--- config.mk ---
export PLATFORM = sky130hd
export DESIGN_NAME = ex_div
export DESIGN_NICKNAME = d
export VERILOG_FILES = /design/src/rtl/ex_div.sv
export SDC_FILE = /design/constraint.sdc
export NUM_CORES = 1
export LEC_CHECK = 0
export ABC_AREA = 0
export CORE_AREA = 2 2 178 180
export DETAILED_ROUTE_END_ITERATION = 12
export DIE_AREA = 0 0 180 182
export SYNTH_ARGS = -nofsm -noshare
export SYNTH_HDL_FRONTEND = slang
export SYNTH_SLANG_ARGS = --single-unit
--- constraint.sdc ---
create_clock -name clk -period 6.7 [get_ports clk]
set_input_delay 1.34 -clock clk [delete_from_list [all_inputs] [get_ports clk]]
set_output_delay 1.34 -clock clk [all_outputs]
set_load 0.05 [all_outputs]
--- src/rtl/ex_div.sv ---
// Iterative 32-bit radix-2 restoring divider for DIV/DIVU in the execute stage.
// Returns {remainder, quotient} after 33 edges; stalls the pipeline while busy.
module ex_div (
   input  logic        clk,
   input  logic        rst,
   input  logic        signed_div_i,
   input  logic [31:0] opdata1_i,
   input  logic [31:0] opdata2_i,
   input  logic        start_i,
   input  logic        annul_i,
   output logic [63:0] result_o,
   output logic        ready_o,
   output logic        stallreq_o
);

   typedef enum logic [1:0] {FREE, BY_ZERO, ON, END} state_e;

   state_e      state_q, state_d;
   logic [5:0]  cnt_q, cnt_d;
   logic [31:0] rem_q, rem_d;
   logic [31:0] dvd_q, dvd_d;
   logic [31:0] dvs_q, dvs_d;
   logic        negq_q, negq_d;
   logic        negr_q, negr_d;
   logic [63:0] result_q, result_d;
   logic        ready_q, ready_d;

   logic [32:0] shifted;
   logic [32:0] trial;
   logic [31:0] quot_n;
   logic [31:0] rem_n;

   always_ff @(posedge clk or negedge rst) begin
      if (!rst) begin
         state_q  <= FREE;
         cnt_q    <= '0;
         rem_q    <= '0;
         dvd_q    <= '0;
         dvs_q    <= '0;
         negq_q   <= 1'b0;
         negr_q   <= 1'b0;
         result_q <= '0;
         ready_q  <= 1'b0;
      end else begin
         state_q  <= state_d;
         cnt_q    <= cnt_d;
         rem_q    <= rem_d;
         dvd_q    <= dvd_d;
         dvs_q    <= dvs_d;
         negq_q   <= negq_d;
         negr_q   <= negr_d;
         result_q <= result_d;
         ready_q  <= ready_d;
      end
   end

   always_comb begin
      // One restoring step: a clear borrow bit means the trial difference is kept.
      shifted  = {rem_q, dvd_q[31]};
      trial    = shifted - {1'b0, dvs_q};
      quot_n   = {dvd_q[30:0], ~trial[32]};
      rem_n    = trial[32] ? shifted[31:0] : trial[31:0];

      state_d  = state_q;
      cnt_d    = cnt_q;
      rem_d    = rem_q;
      dvd_d    = dvd_q;
      dvs_d    = dvs_q;
      negq_d   = negq_q;
      negr_d   = negr_q;
      result_d = result_q;
      ready_d  = ready_q;

      unique case (state_q)
         FREE: begin
            ready_d  = 1'b0;
            result_d = '0;
            if (start_i && !annul_i) begin
               if (opdata2_i == 32'd0) begin
                  state_d = BY_ZERO;
               end else begin
                  state_d = ON;
                  cnt_d   = '0;
                  rem_d   = '0;
                  dvd_d   = (signed_div_i && opdata1_i[31]) ? -opdata1_i : opdata1_i;
                  dvs_d   = (signed_div_i && opdata2_i[31]) ? -opdata2_i : opdata2_i;
                  negq_d  = signed_div_i & (opdata1_i[31] ^ opdata2_i[31]);
                  negr_d  = signed_div_i & opdata1_i[31];
               end
            end
         end
         BY_ZERO: begin
            result_d = '0;
            if (annul_i) begin
               state_d = FREE;
               ready_d = 1'b0;
            end else begin
               state_d = END;
               ready_d = 1'b1;
            end
         end
         ON: begin
            if (annul_i) begin
               state_d  = FREE;
               ready_d  = 1'b0;
               result_d = '0;
            end else begin
               rem_d = rem_n;
               dvd_d = quot_n;
               cnt_d = cnt_q + 6'd1;
               if (cnt_q == 6'd31) begin
                  state_d  = END;
                  ready_d  = 1'b1;
                  result_d = {negr_q ? -rem_n : rem_n, negq_q ? -quot_n : quot_n};
               end
            end
         end
         END: begin
            if (!start_i || annul_i) begin
               state_d  = FREE;
               ready_d  = 1'b0;
               result_d = '0;
            end
         end
         default: state_d = FREE;
      endcase
   end

   always_comb begin
      result_o   = result_q;
      ready_o    = ready_q;
      stallreq_o = start_i & ~ready_q & ~annul_i;
   end

endmodule

# Yosys cells after proc, flatten, opt, wreduce, memory -nomap -nowiden
# Cells that the tools add are included.
# Widths: inputs -> output; s select.
# classes
add_sub_neg,6
n_div,0
n_lt_le_gt_ge,0
bitwise,9
n_reduce_logical,14
n_mux,33
shift,0
n_mul,0
n_eq_ne,9
# op_table
op,n
$mux 32,11
$mux 64,3
$pmux 64 s3,1
$neg 32->32,4
$pmux 32 s2,2
$sub 33x32->33,1
$logic_not 32->1,1
$mux 6,3
$mux 2,6
$pmux 6 s2,1
$ne 2x2->1 const B,4
$pmux 2 s4,1
$add 6x1->6 const B,1
$eq 6x5->1 const B,1
$reduce_and 3->1,2
$and 1x1->1,4
$eq 2x2->1 const B,2
$mux 1,4
$not 1->1,4
$pmux 1 s4,1
$reduce_and 4->1,1
$logic_and 1x1->1,3
$ne 3x3->1 const B,1
$eq 2x1->1 const B,1
7 further kinds,8
# word_totals
memories,0
latchBits,0
out_inout_bits,66
mem_bits_rw,0
in_bits,69
register_bits,171
word_cells,80
romBits,0

# Logic depth before layout (Yosys ltp)
# Gate-level depths: netlist (run 1).
# logic_depth
word_depth,7
ltp_mapped,23

# Worst setup path after synthesis (run 1)
# No wires, ideal clock.
# synth_timing
path_type,reg2reg
start,register dvd_q[31]
end,register result_q[58] (netlist: result_o[58])
period_less_slack_ps,4970
setup_slack_ps,1730
n_path_buf,3
arrival_ps,4874
stages_incl_launch_ff,23
path_cell_list,dfrtp_1 inv_1 ha_1 inv_1 fa_1 a211oi_2 o211ai_2 a211oi_1 o211ai_1 and3_1 buf_6 inv_1 clkbuf_1 clkbuf_1 mux2i_1 ha_1 nand2_1 or4_1 nor3_1 a21oi_1 o31ai_1 xnor2_1 o31ai_1
# synth_via
elab_chain_len,7
# synth_rtl
item,line_no,rtl
"start, declared",21,"logic [31:0] dvd_q, dvd_d;"
"start signal, assigned",48,dvd_q <= dvd_d;
$sub 33x32->33,60,"trial = shifted - {1'b0, dvs_q};"
$mux 32 (*),62,rem_n = trial[32] ? shifted[31:0] : trial[31:0];
$neg 32->32,114,"result_d = {negr_q ? -rem_n : rem_n, negq_q ? -quot_n : quot_n};"
$mux 32 (*),114,
$mux 64 (*),111,if (cnt_q == 6'd31) begin
$mux 64 (*),103,if (annul_i) begin
$pmux 64 s3 (*),74,unique case (state_q)
"end signal, assigned",52,result_q <= result_d;
"end, declared",25,"logic [63:0] result_q, result_d;"
# Every way passes the cells marked *; elsewhere a longest branch is shown, timed or not. The select of a mux whose other input is x is not followed.
# A chain may end at the register's enable or synchronous reset.

# Final worst setup path (run 1)
# Ends and elaborated chain as after synthesis.

==> out/qor.txt, run 1 <==
RSZ-0062 raised after global routing -> false
M1 GR Usage -> 33.0%
Num CTS Buffers -> 17
Slew Limit Fails -> 0
Iteration-0 DRC Markers -> 984
DRC -> 0
Hold Crit Depth -> 2
Die ar. -> 32800 µm²
Max IR drop VDD -> 190 µV
Layout cells sized above 1 -> 4.29%
Static Leakage -> 5.98 nW
Met3 global-route usage -> 3.13%
Number of port buffers -> 134
WP data required -> 7.06 ns
Hold Crit Class -> reg2reg
Fmax -> 195 MHz
Critical path origin -> dvd_q[31]
Final critical-path share of the clock period -> 76.7%
Reg2Reg Launch Point -> dvd_q[31]
Hold_sp -> result_o[20]
Row count -> 65
H-tree Lvls -> 4
Reg2reg path depth -> 19
CTS clk-pin slew, worst paths -> 0.08 ns
Initial antenna violation count -> 0
IO Pins -> 135
Clk sinks -> 171
RD Place Congestion -> 0.930
Resize count post-CTS -> 0
Antenna diodes -> 0
Critical path data arrival time -> 5.50 ns
Dpl hpwl -> 27200 µm
#FFs+latches synth -> 171
Top FF cell, synth -> dfrtp_1
Worst slew pin tran -> 1.00 ns
Setup Viol. Count Final -> 0
Setup TNS -> 0 ns
Max-cap viol count -> 0
P&R area growth vs syn -> 17.7%
Power density cells -> 397 nW/µm²
Synth Net Count -> 1649
Slew headroom -> 31.4%
Minimum clock period -> 5.14 ns
Routed vias/inst -> 5.58
Overflow after GRT -> 0
CTS tree -> yes
Clk root buf -> clkbuf_16
Grt peak-use layer -> met1
Core footprint -> 31000 µm²
CP endpoint kind -> register
Worst-Skew Late Latency -> 0.45 ns
First-pass GRT wire length -> 56400 µm
Mean post-synth cell area -> 7.95 µm²
Worst-path fanout max -> 13
Yosys cell types -> 78
Synth warnings -> 0
Drt wl/cell -> 17.4 µm
Post-CTS Setup Inserts -> 0
Initial Util -> 39.5%
Setup CP Type -> reg2reg
Fin. Hold Viols -> 0
Via count -> 11300
Cells after Synth -> 1539
Post-route ant nets -> 0
Post-Synthesis Cell Area -> 12200 µm²
Final WL -> 35400 µm
Post-synthesis sequential area ratio -> 35.0%
CTS hold repair buffers -> 0
GRT met2 Usage -> 31.0%
Number of synthesized flops with an enable pin -> 0
CP Launch Type -> register
Outcome -> finished clean
Final nets -> 1728
FFs w/ async S/R, synth -> 100%
Initial DRT Pass Iterations -> 6
Largest net degree at the start of global routing -> 97
Die Y-Extent -> 182 µm
Vias in the first global route -> 10200
All-Layer GR Usage -> 21.6%
Die width -> 180 µm
Hold_ws -> 0.475 ns
CTS Buffer Depth -> 2
Layout Skew -> 0.0143 ns
[final cells by class]
cell class | instances | area (µm²)
fill | 3064 | 16600
multi-input combinational | 1232 | 7430
sequential | 171 | 4280
timing repair buffer | 144 | 1430
tap | 402 | 503
clock buffer | 18 | 439
inverter | 52 | 195
clock inverter | 14 | 130
[stage by stage]
step	util [%]	std cells	worst slack [ns]	cell area [µm²]	power, mW
2_1_floorplan	-	1539	1.73	12200	3.84
3_3_place_gp	44.7	2001	1.41	13800	4.69
3_5_place_dp	44.7	2001	1.29	13800	4.74
4_1_cts	46.5	2033	1.57	14400	5.72
5_1_grt	46.5	2033	1.13	14400	6.15
6_report	46.5	2033	1.56	14400	5.72
[state kept, by name, summed over array words and instances, names as in the netlist]
name	count
state_q	2
ready_o	1
rem_q	32
negq_q	1
result_o	64
dvs_q	32
negr_q	1
dvd_q	32
cnt_q	6
[critical path, stage by stage, from the launching register on]
cell and delay, ns:
dfrtp_1 0.41, inv_1 0.10, ha_1 0.18, inv_1 0.06
fa_1 0.42, a211oi_2 0.32, o211ai_2 0.16, a211oi_1 0.34
o211ai_1 0.14, and3_1 0.19, inv_1 0.31, mux2i_1 0.42
ha_1 0.29, nand2_1 0.10, or4_1 0.54, nor3_1 0.28
a21oi_1 0.16, o31ai_1 0.31, xnor2_1 0.11, o31ai_1 0.21
[cell families after synthesis]
group / Yosys count / share of synthesized area (%)
AND/OR/NAND/NOR: 556 / 21.2
AO/OA/AOI/OAI: 477 / 23.6
flip-flops: 171 / 35.0
XOR/XNOR: 140 / 10.0
buffers and inverters: 136 / 4.47
adder cells (fa/ha/maj): 41 / 4.25
multiplexers: 18 / 1.49
[final timing paths]
check,slack (ns),end
min reg2reg,0.47,result_o[20]
min,0.47,result_o[20]
max,1.56,result_o[58]
min in group asynchronous,0.97,result_o[41]
max reg2reg,1.56,result_o[58]
max in group asynchronous,4.22,dvd_q[8]
[power by group]
group,internal [mW],switching [mW],total (mW)
Clock,0.500,0.477,0.976
Combinational,1.12,2.01,3.13
Sequential,1.33,0.285,1.61
[layout by cell type, fill, tap and decap left out, types with 39 or more instances in the layout]
cell type,instances
nand2_1,250
dfrtp_1,171
o21ai_0,168
clkdlybuf4s50_1,133
a21oi_1,111
nor2_1,110
xor2_1,73
xnor2_1,67
inv_1,52
o21ai_1,42
o31ai_1,39
ha_1,39
[per-layer routing]
layer  share of wire [%]  wire length (µm)
met1                  50             17600
met2                  41             14600
met3                 7.0              2490
met4                 1.9               689
met5                   0                 0
[synthesized netlist by cell type, drive strengths merged, types with 7 or more instances]
library cell,instances,area (µm²)
nand2,250,938
a22o,10,87.6
or3,25,161
a21oi,111,556
buf,26,134
o211ai,7,62.6
and2,12,75.1
o41ai,8,77.6
xor2,73,639
nor4,19,119
mux2i,16,160
a31oi,8,50.1
a21o,10,75.1
or4,12,90.1
clkbuf,58,218
and3,11,68.8
o31ai,41,327
nand2b,16,100
nor3,33,165
nand3,18,90.1
or2,11,68.8
inv,52,195
o21ai,212,1060
nand4,8,50.1
a211oi,13,108
ha,40,500
dfrtp,171,4280
nor2,110,413
nor2b,8,50.1
xnor2,67,587
Power figures use the tool's default switching activity.
==> run 2: changes to the inputs <==
clock period = 4.8 ns   (was 6.7 ns; I/O delays follow)
==> run 2 against run 1 <==
- sequential cell count unchanged
- critical path depth shrank 3
- via count rose by 1.6%
- clock-buffer cell count decreased by 1
- fmax rose by 14%
- final area increased by 2.0%
- register-to-register slack got worse by 1.3 ns
- cell count is 1.5% higher
- critical endpoint is now result_o[63]
- largest cell class unchanged
==> out/qor.txt, run 2 (synthesis gave the netlist of run 1 again) <==
CP endpoint kind -> register
WP data required -> 5.12 ns
Hold_sp -> result_o[39]
Worst-path fanout max -> 4
Die width -> 180 µm
Footprint of the multi-input gates -> 7470 µm²
Setup CP Type -> reg2reg
Dpl hpwl -> 27600 µm
P&R area growth vs syn -> 20.0%
Inst Count DP -> 2033
Static Leakage -> 6.14 nW
Clk root buf -> clkbuf_16
Register area -> 4280 µm²
Hold Crit Class -> reg2reg
Setup TNS -> 0 ns
CP Launch Type -> register
Hold Crit Depth -> 2
Max-cap viol count -> 0
Die ar. -> 32800 µm²
Slew headroom -> 32.7%
CTS clk-pin slew, worst paths -> 0.07 ns
Outcome -> finished clean
Via count -> 11500
H-tree Lvls -> 4
Reg2Reg Launch Point -> dvd_q[31]
Core footprint -> 31000 µm²
RSZ-0062 raised after global routing -> false
Post-route ant nets -> 0
Fin. Hold Viols -> 0
First-pass GRT wire length -> 57300 µm
Non-Filler Instances -> 2064
Most frequent cells in the layout -> 250 x nand2_1, 171 x dfrtp_1, 167 x o21ai_0, 133 x clkdlybuf4s50_1, 110 x nor2_1
R2R Setup Slk -> 0.29 ns
Max reg flops -> 64
Initial DRT Pass Iterations -> 5
Setup Viol. Count Final -> 0
Pre-CTS setup slack -> 0.104 ns
RD Place Congestion -> 0.918
Layout cells sized above 1 -> 6.62%
Row count -> 65
Minimum clock period -> 4.51 ns
Slew Limit Fails -> 0
Overflow after GRT -> 0
Reg2reg path depth -> 16
Num CTS Buffers -> 17
Worst-Skew Late Latency -> 0.45 ns
Initial Util -> 39.5%
IO Pins -> 135
Initial antenna violation count -> 0
CTS Buffer Depth -> 2
Iteration-0 DRC Markers -> 993
Fill cells -> 3061
Number of port buffers -> 134
Most common cell after layout, fill and taps aside -> nand2_1
All-Layer GR Usage -> 21.8%
Hold_ws -> 0.469 ns
FF-to-FF End -> result_o[63]
Fmax -> 222 MHz
Drt wl/cell -> 17.4 µm
Antenna diodes -> 0
PnR worst setup slack -> 0.288 ns
Final WL -> 35900 µm
Final critical-path share of the clock period -> 94.0%
Vias in the first global route -> 10400
DRC -> 0
Final nets -> 1761
Power density cells -> 553 nW/µm²
Layout Skew -> 0.0105 ns
CTS tree -> yes
Die Y-Extent -> 182 µm
Largest net degree at the start of global routing -> 106
Max IR drop VDD -> 283 µV
Worst Hold End -> result_o[39]
Critical path data arrival time -> 4.84 ns
Worst slew pin tran -> 1.01 ns
Routed vias/inst -> 5.58
Clk sinks -> 171
==> run 2: changes by cell type in the layout (fill, tap and decap cells not counted), moves of 2 or more <==
cell,change
buf_4,+32
inv_6,-4
a21oi_1,-2
a21oi_2,+2
clkinv_4,+2
clkinv_8,-2
inv_8,+2
==> run 2: area by class of cell <==
type	count	area share, %
inverters	52	1.33
well taps	402	3.42
flip-flops and latches	171	29.1
repair buffers	177	11.4
clock inverters	13	0.920
multi-input cells	1232	50.9
clock buffers	17	2.90
==> run 2: what timing repair did <==
action	CTS	global route
gates resized for setup	0	11
endpoints found under the setup margin	0	15
setup buffers	0	1
hold buffers	0	0
==> run 2: worst max-delay path: stages (launching register included) <==
cell and delay, ns:
dfrtp_1 0.42, inv_1 0.10, ha_1 0.17, inv_1 0.05, fa_1 0.41, a211oi_2 0.29, buf_4 0.16, o21ai_1 0.15
a22o_1 0.30, o31a_1 0.31, or3_1 0.34, and2_1 0.20, or4_1 0.45, a211o_1 0.38, o41ai_2 0.31, xnor2_1 0.26
o21ai_1 0.10
==> run 2: worst max-delay path by stage <==
stage / cells past startpoint / startpoint / slack (ns) / endpoint
2_1_floorplan: 22 / dvd_q[31] / 0.02 / result_o[58]
3_3_place_gp: 11 / opdata2_i[6] / 0.22 / dvd_q[25]
3_5_place_dp: 19 / dvd_q[31] / 0.10 / result_o[58]
4_1_cts: 19 / dvd_q[31] / 0.10 / result_o[58]
5_1_grt: 19 / dvd_q[31] / 0.0009 / result_o[58]
6_report: 16 / dvd_q[31] / 0.29 / result_o[63]
==> run 2: through the flow <==
stage               util (%)  power, mW  area, µm²
finish                  47.4       8.13      14700
global route            47.4       8.75      14700
CTS                     47.2       8.09      14600
detailed placement      45.4       6.71      14100
global placement        45.4       6.65      14100
floorplan                  -       5.35      12200
==> run 2: layer usage <==
metal	up-vias	global-route usage, %	routed length (µm)
li1	5662	-	-
met3	32	3.27	2300
met2	349	30.8	14800
met4	0	5.43	526
met1	5476	34.3	18300
met5	-	0	0
==> run 2: power breakdown <==
group | switching, mW | internal (mW)
Combinational | 2.82 | 1.66
Sequential | 0.431 | 1.86
Clock | 0.637 | 0.723
